`src/rtl/count8_seq.sv`:
```
// -----------------------------------------------------------------------------
// count8_seq : command sequencer driving an 8-bit loadable counter.
//
// Accepts a (start, length) command over a valid/ready handshake, strobes
// load for one cycle with the start value, then issues exactly `length`
// enable cycles (paused while hold is high), and finally pulses done.
// The counter's output is fed back so the expected count can be tracked
// and, optionally, checked.
//
// Configuration macro: COUNT8_SEQ_CHECK_EN
//   defined   -> adds sticky output err, set when CNT != exp_cnt in RUN/DONE
//   undefined -> no err port, CNT is unused
//
// Ports:
//   clk        in   rising-edge clock (shared with the counter)
//   res        in   synchronous reset, active-high
//   cmd_valid  in   command offered
//   cmd_ready  out  sequencer can accept a command (IDLE and not in reset)
//   cmd_start  in   value to load into the counter
//   cmd_len    in   number of enable cycles to issue (0..2^WIDTH-1)
//   hold       in   pause, suppresses EN while high
//   CNT        in   counter output, fed back
//   EN         out  counter enable
//   load       out  counter load strobe
//   CNT_In     out  counter load value
//   busy       out  sequencer is not IDLE
//   done       out  one-cycle completion pulse
//   rem        out  enable cycles still to issue
//   exp_cnt    out  expected counter value
//   err        out  (COUNT8_SEQ_CHECK_EN only) sticky count mismatch flag
// -----------------------------------------------------------------------------
module count8_seq #(
    parameter int WIDTH = 8
) (
    input  logic             clk,
    input  logic             res,
    input  logic             cmd_valid,
    output logic             cmd_ready,
    input  logic [WIDTH-1:0] cmd_start,
    input  logic [WIDTH-1:0] cmd_len,
    input  logic             hold,
    input  logic [WIDTH-1:0] CNT,
    output logic             EN,
    output logic             load,
    output logic [WIDTH-1:0] CNT_In,
    output logic             busy,
    output logic             done,
    output logic [WIDTH-1:0] rem,
    output logic [WIDTH-1:0] exp_cnt
`ifdef COUNT8_SEQ_CHECK_EN
    ,
    output logic             err
`endif
);

    typedef enum logic [1:0] {
        IDLE = 2'd0,
        LOAD = 2'd1,
        RUN  = 2'd2,
        DONE = 2'd3
    } state_t;

    localparam logic [WIDTH-1:0] ONE  = WIDTH'(1);
    localparam logic [WIDTH-1:0] ZERO = WIDTH'(0);

    state_t           state_q, state_d;
    logic [WIDTH-1:0] rem_q, rem_d;
    logic [WIDTH-1:0] exp_cnt_q, exp_cnt_d;
    logic [WIDTH-1:0] cnt_in_q, cnt_in_d;
    logic             done_q, done_d;

    logic             accept_s;
    logic             en_s;

    // Handshake and strobes are gated by res so nothing leaks out during reset.
    assign cmd_ready = (state_q == IDLE) & ~res;
    assign accept_s  = cmd_valid & cmd_ready;
    assign en_s      = (state_q == RUN) & ~hold & ~res;

    assign EN      = en_s;
    assign load    = (state_q == LOAD) & ~res;
    assign CNT_In  = cnt_in_q;
    assign busy    = (state_q != IDLE);
    assign done    = done_q;
    assign rem     = rem_q;
    assign exp_cnt = exp_cnt_q;

    // Next-state logic: command accept, load, counted enables, completion.
    always_comb begin
        state_d   = state_q;
        rem_d     = rem_q;
        exp_cnt_d = exp_cnt_q;
        cnt_in_d  = cnt_in_q;
        done_d    = 1'b0;
        case (state_q)
            IDLE: begin
                if (accept_s) begin
                    cnt_in_d  = cmd_start;
                    rem_d     = cmd_len;
                    exp_cnt_d = cmd_start;
                    state_d   = LOAD;
                end else begin
                    state_d   = IDLE;
                end
            end
            LOAD: begin
                // A zero-length command skips RUN entirely.
                if (rem_q == ZERO) begin
                    state_d = DONE;
                    done_d  = 1'b1;
                end else begin
                    state_d = RUN;
                end
            end
            RUN: begin
                if (en_s) begin
                    rem_d     = rem_q - ONE;
                    exp_cnt_d = exp_cnt_q + ONE;
                    // Leave on the edge that issues the final enable.
                    if (rem_q == ONE) begin
                        state_d = DONE;
                        done_d  = 1'b1;
                    end else begin
                        state_d = RUN;
                    end
                end else begin
                    state_d = RUN;
                end
            end
            DONE: begin
                state_d = IDLE;
            end
            default: begin
                state_d = IDLE;
            end
        endcase
    end

    // State and datapath registers with synchronous reset.
    always_ff @(posedge clk) begin
        if (res) begin
            state_q   <= IDLE;
            rem_q     <= ZERO;
            exp_cnt_q <= ZERO;
            cnt_in_q  <= ZERO;
            done_q    <= 1'b0;
        end else begin
            state_q   <= state_d;
            rem_q     <= rem_d;
            exp_cnt_q <= exp_cnt_d;
            cnt_in_q  <= cnt_in_d;
            done_q    <= done_d;
        end
    end

`ifdef COUNT8_SEQ_CHECK_EN
    logic err_q, err_d;

    assign err = err_q;

    // Sticky mismatch flag; a new command clears it.
    always_comb begin
        err_d = err_q;
        if (accept_s) begin
            err_d = 1'b0;
        end else if (((state_q == RUN) || (state_q == DONE)) && (CNT != exp_cnt_q)) begin
            err_d = 1'b1;
        end else begin
            err_d = err_q;
        end
    end

    // Error flag register with synchronous reset.
    always_ff @(posedge clk) begin
        if (res) begin
            err_q <= 1'b0;
        end else begin
            err_q <= err_d;
        end
    end
`else
    // Counter feedback is only consumed by the optional checker.
    logic unused_cnt_s;
    assign unused_cnt_s = ^CNT;
`endif

endmodule
```
`config.mk`:
```
export PLATFORM = sky130hd
export DESIGN_NAME = count8_seq
export DESIGN_NICKNAME = d
export VERILOG_FILES = /design/src/rtl/count8_seq.sv
export SDC_FILE = /design/constraint.sdc
export NUM_CORES = 1
export LEC_CHECK = 0
export ABC_AREA = 1
export BUFFER_PORTS_ARGS = -buffer_cell sky130_fd_sc_hd__buf_2
export CAP_MARGIN = 20
export CORE_ASPECT_RATIO = 0.7
export CORE_MARGIN = 8
export CORE_UTILIZATION = 48
export DETAILED_ROUTE_END_ITERATION = 12
export PLACE_DENSITY = 0.79
export SKIP_CTS_REPAIR_TIMING = 1
export SLEW_MARGIN = 20
export SYNTH_ARGS = -nofsm -noshare
export SYNTH_HDL_FRONTEND = slang
export SYNTH_SLANG_ARGS = --single-unit
```
`constraint.sdc`:
```
create_clock -name clk -period 1.8 [get_ports clk]
set_input_delay 0.18 -clock clk [delete_from_list [all_inputs] [get_ports clk]]
set_output_delay 0.18 -clock clk [all_outputs]
set_load 0.01 [all_outputs]
```
# [Word-level counts from Yosys, hierarchy flattened]
# Index checks and enable logic that the tools add are counted.
[totals] wordCells=41 inputBits=28 register_bits=27
[classes] add_sub_neg=2 eq_ne=6 mux=15 n_reduce_logical=6 bitwise_logic=7
[op_table] cell="$mux W8" count=4
[op_table] cell="$pmux W8 S2" count=2
[op_table] cell="$add A8 B1 Y8 const B" count=1
[op_table] cell="$eq A8 B1 Y1 const B" count=1
[op_table] cell="$logic_not A8 Y1" count=1
[op_table] cell="$pmux W2 S4" count=1
[op_table] cell="$sub A8 B1 Y8 const B" count=1
[op_table] cell="$mux W1" count=6
[op_table] cell="$and A1 B1 Y1" count=5
[op_table] cell="$eq A2 B2 Y1 const B" count=2
[op_table] cell="$ne A2 B2 Y1 const B" count=2
[op_table] cell="$reduce_bool A2 Y1" count=2
[op_table] cell="$reduce_and A3 Y1" count=1
[op_table] cell="$eq A2 B1 Y1 const B" count=1
[op_table] cell="$logic_not A2 Y1" count=1
[op_table] cell="$mux W2" count=1
[op_table] cell="$not A1 Y1" count=2
[op_table] cell="$pmux W1 S2" count=1
[op_table] cell="$reduce_and A2 Y1" count=1

# [Longest topological paths before layout]
[logic_depth] word_depth=5 depth_mapped=12

# [Worst setup path before layout]
# Ideal clock, no wire load.
[synth_path] kind="reg2reg" startpoint="register state_q[0]" endpoint="register exp_cnt_q[5], in the netlist exp_cnt[5]" required_time_ns=1.668 n_path_buf=2 setup_time_ns=0.132 path_stages_with_launch=10 slack_ns=0.353 arrival_ns=1.315 cell_sequence="dfxtp_1 inv_1 ha_1 inv_2 buf_6 o21ai_1 nand2_1 buf_2 o21ai_0 a21oi_1"
[synth_between] elab_chain_cells=5 word_cells_on_any_way=11 cone_classes="eq/ne: 3; mux: 1; bitwise: 4; reduce/logical: 3"
[synth_rtl] item="from (decl)" line_no="66" source="state_t state_q, state_d;"
[synth_rtl] item="from (signal assigned)" line_no="148" source="state_q <= state_d;"
[synth_rtl] item="$eq A2 B2 Y1 / $logic_not A2 Y1 (equally long branches)" line_no="78, 95, 76"
[synth_rtl] item="$and A1 B1 Y1, on equally long branches" line_no="78, 76"
[synth_rtl] item="$and A1 B1 Y1, on equally long branches" line_no="78, 77"
[synth_rtl] item="$ne A2 B2 Y1 (no source line)"
[synth_rtl] item="$reduce_and A3 Y1 (no source line)"
[synth_rtl] item="to (signal assigned)" line_no="150" source="exp_cnt_q <= exp_cnt_d;"
[synth_rtl] item="to (decl)" line_no="68" source="logic [WIDTH-1:0] exp_cnt_q, exp_cnt_d;"
# Parallel ways exist; a longest one is shown, timed or not.
# A chain may end at the register's enable or synchronous reset.

# [Final worst setup path]
[layout_path] startpoint="register state_q[0]" endpoint="register rem_q[4], in the netlist rem[4]"
[layout_between] elab_chain_cells=5 word_cells_on_any_way=11 cone_classes="eq/ne: 3; mux: 1; bitwise: 4; reduce/logical: 3"
[layout_rtl] item="$eq A2 B2 Y1 / $logic_not A2 Y1 (equally long branches)" line_no="78, 95, 76"
[layout_rtl] item="$and A1 B1 Y1, on equally long branches" line_no="78, 76"
[layout_rtl] item="$and A1 B1 Y1, on equally long branches" line_no="78, 77"
[layout_rtl] item="$ne A2 B2 Y1 (no source line)"
[layout_rtl] item="$reduce_and A3 Y1 (no source line)"
[layout_rtl] item="to (signal assigned)" line_no="149" source="rem_q <= rem_d;"
[layout_rtl] item="to (decl)" line_no="67" source="logic [WIDTH-1:0] rem_q, rem_d;"
# Parallel ways exist; a longest one is shown, timed or not.

==> impl_results.md <==
* Number of enable flip-flop cells after synthesis at 0
* Logic pwr share at 32.3%
* Clock group share of total power at 22.1%
* Worst skew pair latency at 0.27 ns
* Number of antenna violations at the first check in global routing at 0
* Largest net degree at the start of global routing at 22
* Synth Register Bits at 27
* Synth top area cells: dfxtp_1, nand2_1, nand3_1
* Ports at 57
* Final hold viol count at 0
* Status: complete, no violations
* Sw Pwr at 0.562 mW
* Register area at 541 sq um
* Endpoints failing setup at 0
* Area grow syn2layout at 22.2%
* Mapped Nets at 272
* Clk buf depth at 2
* Most frequent cells after synthesis: nand2_1, dfxtp_1, nor2_1
* Worst-margin pin slew at approximately 0.34 ns
* Sequential share of power at 45.5%
* CP arrival at 1.71 ns
* Util after Layout at between 50 and 60%
* Fin crit period at 1.55 ns
* Clock transition at path regs at around 0.090 ns
* F_max at about 0.65 GHz
* Pleak at 0.960 nW
* Warnings from Yosys at 0
* CTS tree: done
* # DRC at 0
* Port bufs at 48
* Router iterations before antenna repair at 4
* Total power at 1.58 mW
* CP Class: reg -> reg
* WL/cell at 12.3 microns
* Worst Setup End Kind: register
* CTS Sinks at 27
* Most used DFF post-synth: dfxtp_1
* 1st-iter DRT viols at slightly above 100
* Max_slew headroom at 77.1%
* Post-synthesis sequential area ratio at around 36%
* Count leader, synth: nand2_1
* Async SR Flop Fraction at 0%
* Worst EP required at 1.97 ns
* Multi-input logic area at 793 sq um
* Nets at 322
* Synthesized area per cell at 6.31 sq um
* Max incr delay on CP at 0.33 ns
* Skew final at 0.00140 ns
* CP max FO at 12
* Layout cells sized above 1 at 21.3%
* Synth area leader: dfxtp_1
* H-tree levels at 1
* Clk root buf: clkbuf_8
* Most frequent CP cell: nand2_1
* Internal power at 1.01 mW
* Antenna diodes at 0
* Final WL at 4.00 mm
* Startpoint types: register
* Gr usage total at 15.8%
* Kind of cell adding the most delay to the critical path: buffers and inverters
* Unrepaired setup endpoints after global routing: no
* Number of global-route vias before repair at 1487
* Die height at 62.7 microns
* Peak supply drop at 0.000469 V
* Period utilization at 85.9%
* Worst hold path type: in -> reg
* Hold_ws at 0.107 ns
* Vias at 1622
* # fillers at 332
* Slew Viols, Final at 0
* Row cnt at 17
* Post-Syn Area at 1500 sq um
* First-pass GRT wire length at between 6 and 7 mm
* Initial Utilization at roughly half
* Share of the synthesized area in the top cell type at 36.1%
* Syn Inst Count at ~240
* Yosys cell types at 17
* Post-DRT Antenna Nets at 0
* TNS Setup at 0 ns
* Max-cap violation count at 0
* DP Wirelength at 3.00 mm
* Placeable Area at 3060 sq um
* Die Width at 82.7 microns
* Crit path cell chain: inv_1 -> ha_1 -> inv_2 -> nor2_1 -> nand2_1 -> nand2_1 -> nand2_1 -> buf_4 -> o21ai_0 -> a21oi_1
* GPL Wtd Cong at 0.821
* Max stage delay cell, worst path: dfxtp_1
* Vias per Instance at 5.01
* Full die area at 5190 sq um
* Power Density at 862 nW/um^2
* Gr ovfl total at 0
* TritonCTS Buffers at 3
* CP Buf/Inv Count at 3
* Switching Fraction at 35.7%
[state kept, by name, summed over array words and instances (netlist names)]
signal and count:
CNT_In 8, exp_cnt 8, rem 8, state_q 2
done 1
[final cells by class]
class	count	area share, %
inverters	29	5.95
well taps	38	2.60
flip-flops and latches	27	29.6
multi-input cells	171	43.4
clock buffers	4	2.46
repair buffers	55	16.0
[routing by layer]
layer / vias to the layer above / global-route usage [%] / share of wire, %
li1: 849 / - / -
met1: 712 / 20.8 / 48
met2: 57 / 23.6 / 43
met3: 4 / 4.89 / 8.0
met4: 0 / 4.72 / 0.90
met5: - / 0 / 0
[cells by family (layout without fill, tap and decap cells)]
logic type      Yosys count  after routing  synth area share [%]
simple gates            124            124                  33.6
compound gates           40             40                  13.5
buf+inv                  39             88                  10.9
flops                    27             27                  36.1
fa+ha+maj                 7              7                  5.85
[through the flow]
stage	setup slack, ns	cells	cell area (sq um)
2_1_floorplan	0.353	237	1500
3_3_place_gp	0.287	320	1780
4_1_cts	0.253	324	1830
5_1_grt	0.0947	324	1830
3_5_place_dp	0.276	320	1780
6_report	0.253	324	1830
[power groups by stage]
stage                     combinational, mW  clock, mW  sequential [mW]
final                                 0.510      0.349            0.718
after global routing                  0.584      0.387            0.728
after CTS                             0.514      0.357            0.716
after detailed placement              0.511          0            0.730
after global placement                0.501          0            0.728
after floorplan                       0.313          0            0.751
[worst register-to-register path: cells and delay by family, from the launching register on]
family                   cells  cell delay [ns]
buffers and inverters        3             0.36
flip-flops                   1             0.33
AND/OR/NAND/NOR              4             0.31
AO/OA/AOI/OAI                2             0.24
adder cells (fa/ha/maj)      1             0.21
[placed cells by master, fill, tap and decap left out]
cell type	count
a21oi_1	16
buf_2	48
buf_4	7
clkbuf_1	1
clkbuf_8	3
dfxtp_1	27
ha_1	7
inv_1	26
inv_2	3
nand2_1	68
nand3_1	25
nand4_1	1
nor2_1	27
nor3_1	3
o21ai_0	19
o21ai_1	4
o31ai_1	1
[path summary, 6_finish.rpt]
kind | start | end | slack, ns | depth (start not counted)
worst max-delay path | state_q[0] | rem[4] | 0.25 | 10
worst min-delay path | cmd_start[0] | CNT_In[0] | 0.11 | 3
worst max register to register | state_q[0] | rem[4] | 0.25 | 10
worst min register to register | CNT_In[0] | CNT_In[0] | 0.46 | 2
Power figures use the tool's default switching activity.
